$ cat src/rtl/riscv_pkg.sv
// Shared RV32 definitions for the M-extension sequencer: op encodings (Funct3),
// the M-type Funct7 tag and the sequencer FSM states.
package riscv_pkg;

   typedef enum logic [2:0] {
      MUL    = 3'b000,
      MULH   = 3'b001,
      MULHSU = 3'b010,
      MULHU  = 3'b011,
      DIV    = 3'b100,
      DIVU   = 3'b101,
      REM    = 3'b110,
      REMU   = 3'b111
   } muldiv_op_e;

   localparam logic [6:0] FUNCT7_MULDIV = 7'b0000001;

   typedef enum logic [1:0] {
      IDLE,
      CALC,
      FIN
   } muldiv_state_e;

endpackage

$ cat src/rtl/muldiv_iter.sv
// One combinational iteration step: shift-add multiply (LSB first) or restoring
// shift-subtract divide. The accumulator is {hi, lo}.
module muldiv_iter #(
   parameter int WIDTH = 32
) (
   input  logic                 is_div_i,
   input  logic [2*WIDTH-1:0]   acc_i,
   input  logic [WIDTH-1:0]     opnd_i,
   output logic [2*WIDTH-1:0]   acc_o
);

   logic [WIDTH:0]   sum;
   logic [WIDTH:0]   rem_sh;
   logic [WIDTH-1:0] diff;
   logic             ge;

   always_comb begin
      sum    = {1'b0, acc_i[2*WIDTH-1:WIDTH]} + (acc_i[0] ? {1'b0, opnd_i} : '0);
      rem_sh = {acc_i[2*WIDTH-1:WIDTH], acc_i[WIDTH-1]};
      ge     = (rem_sh >= {1'b0, opnd_i});
      // When ge holds the true difference is below 2^WIDTH, so the low bits suffice.
      diff   = rem_sh[WIDTH-1:0] - opnd_i;
      if (is_div_i) begin
         if (ge) begin
            acc_o = {diff, acc_i[WIDTH-2:0], 1'b1};
         end else begin
            acc_o = {rem_sh[WIDTH-1:0], acc_i[WIDTH-2:0], 1'b0};
         end
      end else begin
         acc_o = {sum, acc_i[WIDTH-1:1]};
      end
   end

endmodule

$ cat src/rtl/muldiv_sequencer.sv
// RV32M multi-cycle multiply/divide sequencer: WIDTH+1 cycles per op (1 for divide
// special cases), stalls the pipeline while busy, flush aborts without a done pulse.
module muldiv_sequencer
   import riscv_pkg::*;
#(
   parameter int WIDTH = 32
) (
   input  logic             clk,
   input  logic             reset,
   input  logic             start,
   input  logic [2:0]       Funct3,
   input  logic [WIDTH-1:0] SrcA,
   input  logic [WIDTH-1:0] SrcB,
   input  logic             flush,
   output logic             stall,
   output logic             done,
   output logic [WIDTH-1:0] Result
);

   localparam int CNT_W = $clog2(WIDTH);

   muldiv_state_e      state_q, state_d;
   logic [CNT_W-1:0]   cnt_q, cnt_d;
   logic [2:0]         op_q, op_d;
   logic [WIDTH-1:0]   opnd_q, opnd_d;
   logic [2*WIDTH-1:0] acc_q, acc_d;
   logic               neg_q, neg_d;
   logic               rneg_q, rneg_d;
   logic [WIDTH-1:0]   result_q, result_d;

   logic               a_sgn, b_sgn, a_neg, b_neg;
   logic [WIDTH-1:0]   a_mag, b_mag;
   logic               div_zero, div_ovf;
   logic [2*WIDTH-1:0] acc_nxt, prod;
   logic [WIDTH-1:0]   quo, rem, fix_res;

   muldiv_iter #(.WIDTH(WIDTH)) u_iter (
      .is_div_i (op_q[2]),
      .acc_i    (acc_q),
      .opnd_i   (opnd_q),
      .acc_o    (acc_nxt)
   );

   always_comb begin
      a_sgn = 1'b0;
      b_sgn = 1'b0;
      case (muldiv_op_e'(Funct3))
         MUL, MULH, DIV, REM: begin
            a_sgn = 1'b1;
            b_sgn = 1'b1;
         end
         MULHSU:  a_sgn = 1'b1;
         default: ;
      endcase
      a_neg    = a_sgn & SrcA[WIDTH-1];
      b_neg    = b_sgn & SrcB[WIDTH-1];
      a_mag    = a_neg ? -SrcA : SrcA;
      b_mag    = b_neg ? -SrcB : SrcB;
      div_zero = (SrcB == '0);
      div_ovf  = !Funct3[0] && (SrcA == {1'b1, {(WIDTH-1){1'b0}}}) && (SrcB == '1);
   end

   // Sign fixup and result selection, applied to the final iteration's accumulator.
   always_comb begin
      prod = neg_q  ? -acc_nxt : acc_nxt;
      quo  = neg_q  ? -acc_nxt[WIDTH-1:0] : acc_nxt[WIDTH-1:0];
      rem  = rneg_q ? -acc_nxt[2*WIDTH-1:WIDTH] : acc_nxt[2*WIDTH-1:WIDTH];
      if (op_q[2]) begin
         fix_res = op_q[1] ? rem : quo;
      end else begin
         fix_res = (op_q[1:0] == 2'b00) ? prod[WIDTH-1:0] : prod[2*WIDTH-1:WIDTH];
      end
   end

   always_comb begin
      state_d  = state_q;
      cnt_d    = cnt_q;
      op_d     = op_q;
      opnd_d   = opnd_q;
      acc_d    = acc_q;
      neg_d    = neg_q;
      rneg_d   = rneg_q;
      result_d = result_q;
      if (flush) begin
         state_d = IDLE;
      end else begin
         case (state_q)
            IDLE: begin
               if (start) begin
                  op_d   = Funct3;
                  neg_d  = a_neg ^ b_neg;
                  rneg_d = a_neg;
                  cnt_d  = CNT_W'(WIDTH - 1);
                  opnd_d = Funct3[2] ? b_mag : a_mag;
                  acc_d  = {{WIDTH{1'b0}}, (Funct3[2] ? a_mag : b_mag)};
                  if (Funct3[2] && div_zero) begin
                     result_d = Funct3[1] ? SrcA : '1;
                     state_d  = FIN;
                  end else if (Funct3[2] && div_ovf) begin
                     result_d = Funct3[1] ? '0 : SrcA;
                     state_d  = FIN;
                  end else begin
                     state_d = CALC;
                  end
               end
            end
            CALC: begin
               acc_d = acc_nxt;
               if (cnt_q == '0) begin
                  result_d = fix_res;
                  state_d  = FIN;
               end else begin
                  cnt_d = cnt_q - 1'b1;
               end
            end
            default: state_d = IDLE;
         endcase
      end
   end

   always_ff @(posedge clk or posedge reset) begin
      if (reset) begin
         state_q  <= IDLE;
         cnt_q    <= '0;
         op_q     <= '0;
         opnd_q   <= '0;
         acc_q    <= '0;
         neg_q    <= 1'b0;
         rneg_q   <= 1'b0;
         result_q <= '0;
      end else begin
         state_q  <= state_d;
         cnt_q    <= cnt_d;
         op_q     <= op_d;
         opnd_q   <= opnd_d;
         acc_q    <= acc_d;
         neg_q    <= neg_d;
         rneg_q   <= rneg_d;
         result_q <= result_d;
      end
   end

   assign stall  = ((state_q == IDLE) && start) || (state_q == CALC);
   assign done   = (state_q == FIN) && !flush;
   assign Result = result_q;

endmodule

$ cat config.mk
export PLATFORM = sky130hd
export DESIGN_NAME = muldiv_sequencer
export DESIGN_NICKNAME = d
export VERILOG_FILES = /design/src/rtl/riscv_pkg.sv /design/src/rtl/muldiv_iter.sv /design/src/rtl/muldiv_sequencer.sv
export SDC_FILE = /design/constraint.sdc
export NUM_CORES = 1
export LEC_CHECK = 0
export CAP_MARGIN = 10
export CORE_MARGIN = 2
export CORE_UTILIZATION = 49
export DETAILED_ROUTE_END_ITERATION = 6
export DONT_BUFFER_PORTS = 1
export PLACE_DENSITY = 0.67
export SYNTH_ARGS = -nofsm -noshare
export SYNTH_HDL_FRONTEND = slang
export SYNTH_SLANG_ARGS = --single-unit
$ cat constraint.sdc
create_clock -name clk -period 15.83 [get_ports clk]
set_input_delay 3.9575 -clock clk [delete_from_list [all_inputs] [get_ports clk]]
set_output_delay 3.9575 -clock clk [all_outputs]
set_load 0.02 [all_outputs]
==> summary.md <==
| Metric | Value |
|---|---|
| Min Hold Slack | slightly below 500 ps |
| Area growth syn-to-layout | 4.74% |
| Sequential power share | 19.8% |
| Total wire length | 66400 µm |
| Register area share after synthesis | about a fifth |
| Hold Crit Depth | 1 |
| First-pass GRT wire length | roughly 100000 µm |
| Ports | 105 |
| Setup TNS | 0 ps |
| Logic pwr share | between 60% and 70% |
| PD cells | 211 nW/µm² |
| Status | finished clean |
| Core footprint | 33400 µm² |
| Average cell area after synthesis | 7.28 µm² |
| Tcrit/Tclk final | between 50% and 60% |
| Worst IR Drop VDD | 0.0905 mV |
| Register bit total from synthesis | 140 |
| Later-pin clock latency in the skew report | 450 ps |
| Worst path slowest cell | nor3b_1 |
| Minimum clock period | around 8400 ps |
| Starting Density | 49.4% |
| CTS tree | yes |
| Core Util, Final | approximately half |
| Xor/xnor share of the synthesized area | under 10% |
| Drt first pass iters | 6 |
| Die X | roughly 190 µm |
| Reg clk slew, reported paths | approximately 60 ps |
| Multi-input logic area | roughly 12000 µm² |
| Diodes inserted | 0 |
| Mux share of post-synthesis cell area | 3.54% |
| Vias per std cell | approximately 6.7 |
| Internal power | roughly 1600 µW |
| H-tree depth | 4 |
| Port bufs | 0 |
| Buf/Inv on CP | 0 |
| RSZ-0062 raised after global routing | no |
| Cells after synthesis | 2264 |
| Total CTS buffers | 17 |
| Layout cell share with drive strength beyond 1 | between 5 and 6% |
| Crit Path Category | primary input to output port |
| Synth warnings | 0 |
| Post-synth EDFFs | 0 |
| Clk root buf | clkbuf_16 |
| Die Area | ~35000 µm² |
| Vias in the first global route | between 15000 and 20000 |
| Clock network fraction of total power | roughly an eighth |
| Pwr Total | roughly 3600 µW |
| R2R setup slack | between 9000 and 10000 ps |
| R2r startpoint | opnd_q[6]$_DFFE_PP0P_ |
| Reg area | around 3500 µm² |
| Max-Cap Viols | 0 |
| Slew headroom | between 10% and 20% |
| Leakage | around 0.0069 µW |
| Via total after detailed routing | approximately 17000 |
| Final Net Count | 2301 |
| Compound-Gate Fraction of Synth Area | between 20 and 30% |
| Cell with the most instances after synthesis | nand2_1 |
| Synth area leaders | dfrtp_1 21%, o21ai_0 7.0%, nand2_1 6.6% |
| Clk_skew | around 13 ps |
| Initial antenna violation count | 1 |
| Number of post-CTS setup repair buffers | 0 |
| CP startpoint | flush |
| Synth Area in Simple Gates | between 20% and 30% |
| Type of origin of the critical path | primary input |
| Fmax | about 0.12 GHz |
| Worst EP arrival | 4480 ps |
| Crit-path cells | nor3b_1 |
| DR iter-0 viols | just under 2000 |
| Total GRT Usage | between 30% and 40% |
| Post-synth cell types | 97 |
| Least-Margin Pin Slew | between 1000 and 1500 ps |
| Commonest cells in the netlist | 288 x nand2_1, 232 x o21ai_0, 202 x a21oi_1, 189 x nor2_1, 140 x dfrtp_1 |
| Post-cts resize count | 0 |
| Drt drc | 0 |
| FFs w/ async S/R, synth | between 90% and 100% |
| Largest net degree at the start of global routing | ~130 |
| Top delay family on crit path | simple AND/OR/NAND/NOR gates |
| DP Wirelength | between 50000 and 60000 µm |
| Slew Limit Fails | 0 |
| Critical path endpoint category | output port |
| # fillers | ~3400 |
| Worst path max stage delay | about 530 ps |
| Hold endpoint | cnt_q[0]$_DFFE_PP0P_ |
| Sw power | between 2000 and 2500 µW |
| Routed len/inst | about 25 µm |
| Placer Congestion | 1.02 |
| Ys flop type | dfrtp_1 |
| Maximum root-to-sink buffer count | 2 |
| Grt total ovfl | 0 |
| CP required | roughly 12000 ps |
| Share of the synthesized area in the top cell type | 21.3% |
| Post-CTS Hold Buffers | 0 |
| Origin of the worst min-delay path | cnt_q[0]$_DFFE_PP0P_ |
| Largest family of logic cells by synthesized area | compound AO/OA/AOI/OAI gates |
| Min-Delay Path Class | register to register |
| Yosys top cell by area | dfrtp_1 |
| Final Hold Viols | 0 |
| Final ANT Viol Nets | 0 |
| Chip height | about 190 µm |
| Adder-Cell Fraction of Synth Area | between 6 and 7% |
| CTS sink cnt | between 100 and 150 |
| Worst Reg-to-Reg Cells | 22 |
| Setup violations, final | 0 |
| Rows | 67 |
| Sw Share | 56.0% |
| Mapped Nets | 2408 |
| R2r endpoint | Result[18]$_DFFE_PP0P_ |
| Mapped Area | ~16000 µm² |
| Max Fanout on Critical Path | 6 |
[power by group through the flow]
stage               sequential, µW  clock, µW  combinational [µW]
floorplan                      621          0                1780
global placement               720          0                2360
detailed placement             723          0                2380
CTS                            717        448                2400
global route                   737        463                2660
finish                         722        450                2470
[through the flow]
| stage | cell area, µm² | cells | worst slack, ps |
|---|---|---|---|
| floorplan | 16500 | 2264 | 7400 |
| global placement | 16600 | 2586 | 7290 |
| finish | 17300 | 2618 | 7390 |
| detailed placement | 16600 | 2586 | 7150 |
| CTS | 17300 | 2618 | 7380 |
| global route | 17300 | 2618 | 7170 |
[cell families (layout without fill, tap and decap cells)]
kind of cell / Yosys count / after routing
buf+inv: 220 / 126
xor+xnor: 183 / 183
flops: 140 / 140
fa+ha+maj: 82 / 82
simple gates: 813 / 813
mux: 57 / 57
compound gates: 769 / 769
[state kept, by name, summed over array words and instances (netlist names)]
name and flops:
acc_q 64, Result 32, opnd_q 32, cnt_q 5
op_q 3, state_q 2, neg_q 1, rneg_q 1
[area by class of cell]
type | instances | share of cell area [%]
Inverter | 70 | 1.55
Clock inverter | 13 | 1.01
Tap cell | 448 | 3.25
Timing Repair Buffer | 24 | 1.04
Sequential cell | 140 | 20.3
Clock buffer | 19 | 2.62
Multi-Input combinational cell | 1904 | 70.2
[cell usage in the layout (no fill, tap or decap), types with 15 or more instances in the layout]
master,instances
nand2_1,288
o21ai_0,231
a21oi_1,202
nor2_1,188
dfrtp_1,139
xnor2_1,100
xor2_1,83
ha_1,71
inv_1,69
nor3_1,60
and2_1,49
mux2i_1,47
or3_1,36
o221ai_1,36
nand3_1,33
nand2b_1,29
nand4_1,26
o31ai_1,25
a31oi_1,24
a21o_1,24
buf_4,24
a211oi_1,22
o21a_1,18
o211ai_1,18
a22o_1,17
clkbuf_16,17
nor2b_1,15
[worst max-delay path by stage]
| stage | endpoint | slack, ps | cells past startpoint |
|---|---|---|---|
| 2_1_floorplan | done | 7400 | 1 |
| 3_3_place_gp | Result[23]$_DFFE_PP0P_ | 7290 | 14 |
| 3_5_place_dp | Result[23]$_DFFE_PP0P_ | 7150 | 14 |
| 4_1_cts | done | 7380 | 1 |
| 5_1_grt | Result[23]$_DFFE_PP0P_ | 7170 | 14 |
| 6_report | done | 7390 | 1 |
[routing by layer]
metal | global-route usage [%] | routed length (µm)
met1 | 48.1 | 26800
met2 | 57.2 | 29000
met3 | 8.37 | 6310
met4 | 21.6 | 4320
met5 | 0 | 16
Note: power is estimated with default switching activity, not from simulation.
